File: src/rtl/seg7_pkg.sv
// seg7_pkg: shared seven-segment letter codes (abcdefgh order, 1 = lit) and blank pattern
package seg7_pkg;

    typedef enum logic [7:0] {
        A = 8'b1110_1110,
        B = 8'b0011_1110,
        C = 8'b1001_1100,
        D = 8'b0111_1010,
        E = 8'b1001_1110,
        F = 8'b1000_1110,
        G = 8'b1011_1100,
        H = 8'b0110_1110,
        I = 8'b0110_0000,
        J = 8'b0111_0000,
        L = 8'b0001_1100,
        N = 8'b0010_1010,
        O = 8'b1111_1100,
        P = 8'b1100_1110,
        R = 8'b0000_1010,
        S = 8'b1011_0110,
        T = 8'b0001_1110,
        U = 8'b0111_1100,
        Y = 8'b0111_0110
    } seven_seg_encoding_e;

    localparam logic [7:0] SEG7_BLANK = 8'h00;

endpackage

File: src/rtl/seg7_msg_buffer.sv
// seg7_msg_buffer: message storage with write pointer, commit/auto-commit, length and sticky overflow
module seg7_msg_buffer #(
    parameter int max_len = 16,
    localparam int len_w = $clog2(max_len + 1),
    localparam int ptr_w = $clog2(max_len)
)(
    input  logic             clk,
    input  logic             rst,
    input  logic             wr_valid,
    input  logic [7:0]       wr_char,
    input  logic             wr_last,
    input  logic [ptr_w-1:0] rd_idx,
    output logic [7:0]       rd_char,
    output logic             commit,
    output logic [len_w-1:0] len,
    output logic             overflow
);

    logic [7:0]       mem [max_len];
    logic [ptr_w-1:0] wr_ptr;
    logic             at_end;

    assign at_end  = wr_ptr == ptr_w'(max_len - 1);
    assign commit  = wr_valid && (wr_last || at_end);
    assign rd_char = mem[rd_idx];

    always_ff @(posedge clk)
        if (wr_valid) mem[wr_ptr] <= wr_char;

    always_ff @(posedge clk or posedge rst)
        if (rst) begin
            wr_ptr   <= '0;
            len      <= '0;
            overflow <= 1'b0;
        end else if (wr_valid) begin
            wr_ptr <= commit ? '0 : wr_ptr + 1'b1;
            if (commit) len <= len_w'(wr_ptr) + 1'b1;
            // a fresh message clears the flag; filling the buffer without an end marker sets it
            overflow <= (at_end && !wr_last) ? 1'b1 : (wr_ptr == '0) ? 1'b0 : overflow;
        end

endmodule

File: src/rtl/seg7_scroll_word.sv
// seg7_scroll_word: multiplexed seven-segment word driver with static display or marquee scroll.
// Define SEG7_SCROLL_GAP_EN to insert one blank slot between message repeats while scrolling.
module seg7_scroll_word
    import seg7_pkg::*;
#(
    parameter int w_digit   = 8,
    parameter int max_len   = 16,
    parameter int refresh_w = 17,
    parameter int scroll_w  = 24
)(
    input  logic                         clk,
    input  logic                         rst,
    input  logic                         wr_valid,
    input  logic [7:0]                   wr_char,
    input  logic                         wr_last,
    input  logic                         run,
    input  logic                         dir,
    output logic [7:0]                   abcdefgh,
    output logic [w_digit-1:0]           digit,
    output logic [$clog2(max_len+1)-1:0] len,
    output logic                         overflow
);

    localparam int len_w = $clog2(max_len + 1);
    localparam int ptr_w = $clog2(max_len);
    localparam int pos_w = $clog2(w_digit);
    localparam int iw    = len_w + 2;

    logic [refresh_w-1:0] rcnt;
    logic [scroll_w-1:0]  scnt;
    logic [iw-1:0]        offset, cyc_len, idx_raw, idx;
    logic [pos_w-1:0]     pos;
    logic [7:0]           rd_char, pattern;
    logic                 commit, tick, stick, static_mode;

    seg7_msg_buffer #(.max_len(max_len)) u_buf (
        .clk      (clk),
        .rst      (rst),
        .wr_valid (wr_valid),
        .wr_char  (wr_char),
        .wr_last  (wr_last),
        .rd_idx   (ptr_w'(idx)),
        .rd_char  (rd_char),
        .commit   (commit),
        .len      (len),
        .overflow (overflow)
    );

`ifdef SEG7_SCROLL_GAP_EN
    assign cyc_len = iw'(len) + 1'b1;
`else
    assign cyc_len = iw'(len);
`endif

    assign tick        = &rcnt;
    assign stick       = &scnt;
    assign static_mode = len <= len_w'(w_digit);

    // offset < cyc_len and pos < w_digit < cyc_len, so a single subtraction wraps the index
    always_comb begin
        idx_raw = offset + iw'(pos);
        idx     = static_mode ? iw'(pos) : (idx_raw >= cyc_len ? idx_raw - cyc_len : idx_raw);
        pattern = idx >= iw'(len) ? SEG7_BLANK : rd_char;
    end

    always_ff @(posedge clk or posedge rst)
        if (rst) begin
            rcnt     <= '0;
            scnt     <= '0;
            offset   <= '0;
            pos      <= '0;
            abcdefgh <= '0;
            digit    <= '0;
        end else begin
            rcnt <= rcnt + 1'b1;
            scnt <= commit ? '0 : scnt + 1'b1;
            if (commit || static_mode)
                offset <= '0;
            else if (stick && run)
                offset <= dir ? (offset == '0 ? cyc_len - 1'b1 : offset - 1'b1)
                              : (offset + 1'b1 == cyc_len ? '0 : offset + 1'b1);
            if (tick) begin
                abcdefgh <= pattern;
                digit    <= w_digit'(1) << (pos_w'(w_digit - 1) - pos);
                pos      <= pos == pos_w'(w_digit - 1) ? '0 : pos + 1'b1;
            end
        end

endmodule

File: config.mk
export PLATFORM = sky130hd
export DESIGN_NAME = seg7_scroll_word
export DESIGN_NICKNAME = d
export VERILOG_FILES = /design/src/rtl/seg7_pkg.sv /design/src/rtl/seg7_msg_buffer.sv /design/src/rtl/seg7_scroll_word.sv
export SDC_FILE = /design/constraint.sdc
export NUM_CORES = 1
export LEC_CHECK = 0
export ABC_CLOCK_PERIOD_IN_PS = 4690
export BUFFER_PORTS_ARGS = -buffer_cell sky130_fd_sc_hd__buf_4
export CORE_MARGIN = 4
export CORE_UTILIZATION = 30
export CTS_CLUSTER_SIZE = 30
export DETAILED_ROUTE_END_ITERATION = 7
export PLACE_DENSITY = 0.54
export SKIP_CTS_REPAIR_TIMING = 1
export SLEW_MARGIN = 20
export SYNTH_ARGS = -nofsm -noshare
export SYNTH_HDL_FRONTEND = slang
export SYNTH_HIERARCHICAL = 1
export SYNTH_SLANG_ARGS = --single-unit
File: constraint.sdc
create_clock -name clk -period 4.69 [get_ports clk]
set_input_delay 0.469 -clock clk [delete_from_list [all_inputs] [get_ports clk]]
set_output_delay 0.469 -clock clk [all_outputs]
set_load 0.02 [all_outputs]
[Yosys cells after proc, flatten, opt, wreduce, memory -nomap -nowiden]
Memories as Yosys holds them, arrays and structs flattened.
Cells that the tools add are included.
Storage, ports and cells
  register bits: 77
  RAM bits: 128
  input port bits: 14
  word-level logic and storage cells: 57
  memories: 1
Operators by class
  $add $sub $neg: 11
  $lt $le $gt $ge: 3
  equality and inequality tests: 3
  shift-type cells: 1
  muxes and demuxes: 15
  reduce and logical (&&, ||, !) cells: 14
Memory list
  u_buf.mem: words 16, bits a word 8, rd ports 1, clocked after Yosys merged registers in 0, wr ports 1, line seg7_msg_buffer.sv:19  | logic [7:0] mem [max_len];
Operator list (count)
  7-bit 2-to-1 mux: 7
  24-bit by 1-bit adder with 24-bit output (second input constant): 1
  24-bit 2-to-1 mux: 1
  24-bit AND reduction: 1
  17-bit by 1-bit adder with 17-bit output (second input constant): 1
  17-bit AND reduction: 1
  7-bit by 5-bit greater-or-equal comparator with 1-bit output: 2
  8-bit 2-to-1 mux: 1
  1-bit by 3-bit << shifter with 8-bit output (first input constant): 1
  7-bit by 1-bit adder with 7-bit output (second input constant): 1
  7-bit by 3-bit adder with 7-bit output: 1
  7-bit by 5-bit == test with 1-bit output: 1
  7-bit zero test: 1
  7-bit by 1-bit subtractor with 7-bit output (second input constant): 1
  7-bit by 5-bit subtractor with 7-bit output: 1
  5-bit by 1-bit subtractor with 6-bit output (second input constant): 1
  4-bit by 1-bit adder with 5-bit output (second input constant): 1
  5-bit by 4-bit <= comparator with 1-bit output (second input constant): 1
  4-bit by 1-bit adder with 4-bit output (second input constant): 1
  4-bit == test (second input constant): 1
  4-bit zero test: 1
  1-bit 2-to-1 mux: 4
  4-bit 2-to-1 mux: 1
  2-bit AND reduction: 2
  other kinds (8): 12

[Longest topological paths before layout]
  word-level depth: 6
  depth in mapped cells: 22
  mapped depth without buffers: 20

[Hierarchy]
The synthesis kept the hierarchy.
Modules (own cells, without submodules)
  seg7_msg_buffer: times used 1, cells an instance 267, area each 5515.3 um^2, seq. area each 4093.9 um^2
  seg7_scroll_word: times used 1, cells an instance 452, area each 4192.8 um^2, seq. area each 1676.6 um^2

[Worst setup path after synthesis]
No wires, ideal clock.
  kind: reg-to-reg
  from: register pos[0]
  to: register abcdefgh[0]
  library setup time: 101 ps
  arrival: 4314 ps
  required time: 4589 ps
  slack: 275 ps
  stages on the path, launching flop included: 22
  buffers on the path: 2
  cells stage by stage: dfrtp_1 > ha_1 > inv_1 > fa_1 > nor2b_4 > o21ai_0 > xnor2_1 > ha_1 > nand3_1 > or2_2 > o211ai_1 > or4_1 > buf_6 > mux2_4 > o21ai_2 > ha_1 > a21o_1 > a21o_1 > a21oi_1 > nor2b_1 > buf_1 > o32ai_1
On the way
  longest elaborated chain between the ends: 6
  elaborated cells between the ends (all ways): 8
  classes of those cells: 2 x add/sub; 2 x order compare; 3 x mux; 1 x memory
RTL lines
  start, declared: line seg7_scroll_word.sv:32  | logic [pos_w-1:0] pos;
  start signal, assigned: line seg7_scroll_word.sv:85  | pos <= pos == pos_w'(w_digit - 1) ? '0 : pos + 1'b1;
  7-bit by 3-bit adder with 7-bit output *: line seg7_scroll_word.sv:61  | idx_raw = offset + iw'(pos);
  7-bit by 5-bit subtractor with 7-bit output or 7-bit by 5-bit greater-or-equal comparator with 1-bit output (tied branches): line seg7_scroll_word.sv:62  | idx = static_mode ? iw'(pos) : (idx_raw >= cyc_len ? idx_raw - cyc_len : idx_raw);
  7-bit 2-to-1 mux * (2 in series): line seg7_scroll_word.sv:62
  via idx[1]: line seg7_scroll_word.sv:31  | logic [iw-1:0] offset, cyc_len, idx_raw, idx;
  7-bit by 5-bit greater-or-equal comparator with 1-bit output or memory read 16 x 8 bit (tied branches)
  8-bit 2-to-1 mux *: line seg7_scroll_word.sv:63  | pattern = idx >= iw'(len) ? SEG7_BLANK : rd_char;
  end signal, assigned: line seg7_scroll_word.sv:83  | abcdefgh <= pattern;
  end, declared: line seg7_scroll_word.sv:18  | output logic [7:0] abcdefgh,
The timed path passes the listed nets; every way through them passes the cells marked *.
A chain may end at the register's enable or synchronous reset.

[Worst setup path after layout]
  from: register pos[1]
  to: register abcdefgh[7]
On the way
  longest elaborated chain between the ends: 6
  elaborated cells between the ends (all ways): 8
  classes of those cells: 2 x add/sub; 2 x order compare; 3 x mux; 1 x memory
RTL lines
  7-bit by 3-bit adder with 7-bit output: line seg7_scroll_word.sv:61
  7-bit by 5-bit greater-or-equal comparator with 1-bit output: line seg7_scroll_word.sv:62
  7-bit 2-to-1 mux (2 in series): line seg7_scroll_word.sv:62
  via idx[0]: line seg7_scroll_word.sv:31
  memory read 16 x 8 bit
  via rd_char[7]: line seg7_scroll_word.sv:33  | logic [7:0] rd_char, pattern;
  8-bit 2-to-1 mux: line seg7_scroll_word.sv:63
The timed path passes the listed nets, and every way through them passes these cells.

==> impl_metrics.json <==
{
  "status": "finished clean",
  "finalHoldViolCount": 0,
  "nets": 827,
  "synth_edf_count": 128,
  "fillers": 3042,
  "num_antenna_cells": 0,
  "vias_per_cell": 4.94,
  "die_w_microns": 188,
  "slew_viol_final": 0,
  "area_growth_pct": 19.2,
  "worstPathMaxFanout": 7,
  "hold_class": "primary input to flip-flop",
  "routed-via-count": 5924,
  "clkLatencyLatePin_ns": 0.52,
  "leakage_nw": 4.48,
  "wl_per_cell_microns": 18.5,
  "grt_pass1_wl_mm": 34.7,
  "path_delay_family": "multiplexers",
  "grt_max_degree": 38,
  "crit_buf_inv": 3,
  "drc": 0,
  "core_sq_mm": 0.0317,
  "cts_tree": "yes",
  "synth-seq-cells": 205,
  "yosys-top-cells-area": "edfxtp_1 40%, dfrtp_1 20%, mux4_2 4.2%, ha_1 4.0%, mux4_1 3.8%",
  "antenna_found_initial": 0,
  "power.total_mw": 4.31,
  "cp_data_arrival_time_ns": 4.92,
  "dieArea_sq_mm": 0.0353,
  "slowest_delay_ns": 0.60,
  "cp_slowest_cell": "or4_4",
  "synth_top_area_share_pct": 39.6,
  "cts_buffer_depth": 3,
  "crit_path_end_kind": "flip-flop",
  "grt_pass1_vias": 5979,
  "ios": 36,
  "layout_commonest_cell": "edfxtp_1",
  "die_y_microns": 188,
  "synth_top_cell_by_area": "edfxtp_1",
  "crit_required_ns": 5.04,
  "clkSlewWorstSetupHoldPaths_ns": 0.06,
  "initial_core_util_pct": 30.6,
  "ir_drop_uv": 225,
  "layout-drive-gt1-share_pct": 22.1,
  "drtPass1Iterations": 5,
  "worstPathCellList": "buf_4 -> ha_1 -> a21o_1 -> a21oi_2 -> xnor2_2 -> ha_1 -> a21o_1 -> nand2_2 -> o211ai_1 -> or4_4 -> mux2i_2 -> mux2_4 -> buf_12 -> buf_4 -> mux4_2 -> a22oi_1 -> nand2_1 -> nand2_1 -> o32ai_2",
  "fin_skew_ns": 0.0132,
  "synthesis.instances": 719,
  "worst_slew_pin_slew_ns": 1.14,
  "fin_crit_sh_pct": 97.5,
  "gr-total-overflow": 0,
  "start_kind": "flip-flop",
  "gp_congestion": 0.782,
  "utilization_pct": 36.5,
  "max_freq_ghz": 0.219,
  "async_flop_share_pct": 37.6,
  "cts-root-buf": "clkbuf_16",
  "synthDistinctLibCells": 66,
  "min_period_ns": 4.57,
  "cts_buffers": 23,
  "rows": 65,
  "regArea_sq_mm": 0.00577,
  "multi_input_area_sq_mm": 0.00373,
  "p_per_area_mw_per_mm2": 372,
  "drv_cap": 0,
  "syn-num-nets": 766,
  "drtIter0Drc": 383,
  "postRouteAntennaNets": 0,
  "finalSetupViolations": 0,
  "syn_avg_cell_area_sq_um": 13.5,
  "synth.cell_area_sq_mm": 0.00971,
  "port_buffers": 35,
  "hpwl_mm": 14.8,
  "cts_sinks": 205,
  "h-tree-depth": 1,
  "drt-total-wl_mm": 22.1,
  "critPathKind": "flip-flop to flip-flop",
  "yosysSeqAreaShare_pct": 59.4,
  "slew_headroom_pct": 23.8,
  "grt_use_total_pct": 12.2,
  "mostFrequentLayoutCells": "128 x edfxtp_1, 77 x dfrtp_1, 61 x buf_4, 48 x nand2_1",
  "ys_warn_count": 6,
  "synth_ff_type": "edfxtp_1"
}
==> where the power goes <==
group          total, mW  internal (mW)  switching, mW
Combinational      0.434          0.187          0.247
Clock               1.86           1.12          0.737
Sequential          2.02           1.97         0.0456
==> metal layers <==
metal	track usage (%)	vias to the layer above	share of wire, %
met4	2.68	0	2.0
met2	20.5	103	49
met1	16.8	2996	46
met5	0	-	0
met3	1.86	31	3.2
li1	-	2794	-
==> worst register-to-register path: cells and delay by family, from the launching register on <==
kind            cells  cell delay (ns)
compound gates      6             0.97
fa+ha+maj           2             0.63
simple gates        4             0.89
buf+inv             3             0.41
xor+xnor            1             0.10
flops               1             0.41
mux                 3             1.02
==> state kept, by name, summed over array words and instances, names as in the netlist <==
register	flops
u_buf/mem	128
offset	7
abcdefgh	8
digit	8
rcnt	17
u_buf/wr_ptr	4
scnt	24
u_buf/overflow	1
u_buf/len	5
pos	3
==> path summary, 6_finish.rpt <==
kind	start	endpoint	slack [ns]	cells after the start
max	pos[1]	abcdefgh[7]	0.12	19
max reg2reg	pos[1]	abcdefgh[7]	0.12	19
max in group asynchronous	rst	rcnt[16]	3.11	4
min	wr_valid	u_buf/wr_ptr[0]	0.25	2
min in group asynchronous	rst	u_buf/len[3]	0.52	3
min reg2reg	rcnt[15]	rcnt[15]	0.46	1
==> through the flow <==
stage,std cells,TNS (ns),area [sq um],setup slack [ns],hold WS [ns]
after floorplan,719,0,9710,0.275,0.309
after global placement,1140,0,10500,0.0980,0.452
after detailed placement,1140,0,10500,0.0367,0.451
after CTS,1182,0,11200,0.00428,-0.0519
after global routing,1199,-0.209,11600,-0.0415,0.258
final,1199,0,11600,0.116,0.250
==> synthesized netlist by cell type, types with 5 or more instances <==
master,number
a21o_1,5
a21oi_1,12
a22oi_1,16
and2_1,13
and3_1,12
buf_2,5
clkbuf_1,16
dfrtp_1,77
edfxtp_1,128
ha_1,31
inv_1,44
mux2_2,7
mux2i_1,8
mux4_1,14
mux4_2,18
nand2_1,52
nand3_1,30
nand4_1,7
nor2_1,44
nor2b_1,8
nor3_1,10
nor4_1,5
o21ai_0,14
o22ai_1,8
o32ai_1,8
xnor2_1,30
xor2_1,27
==> area by class of cell <==
type,count,area share (%)
Timing Repair Buffer,70,5.32
Sequential cell,205,49.9
Tap cell,402,4.35
Clock inverter,19,1.78
Clock buffer,23,4.98
Inverter,44,1.43
Multi-Input combinational cell,436,32.3
==> logic make-up after synthesis <==
| group | Yosys count | synth area share (%) |
|---|---|---|
| simple gates | 203 | 10.5 |
| mux | 48 | 9.76 |
| flops | 205 | 59.4 |
| compound gates | 95 | 7.02 |
| xor+xnor | 57 | 5.14 |
| fa+ha+maj | 33 | 4.41 |
| buf+inv | 78 | 3.76 |
Note: power is estimated with default switching activity, not from simulation.
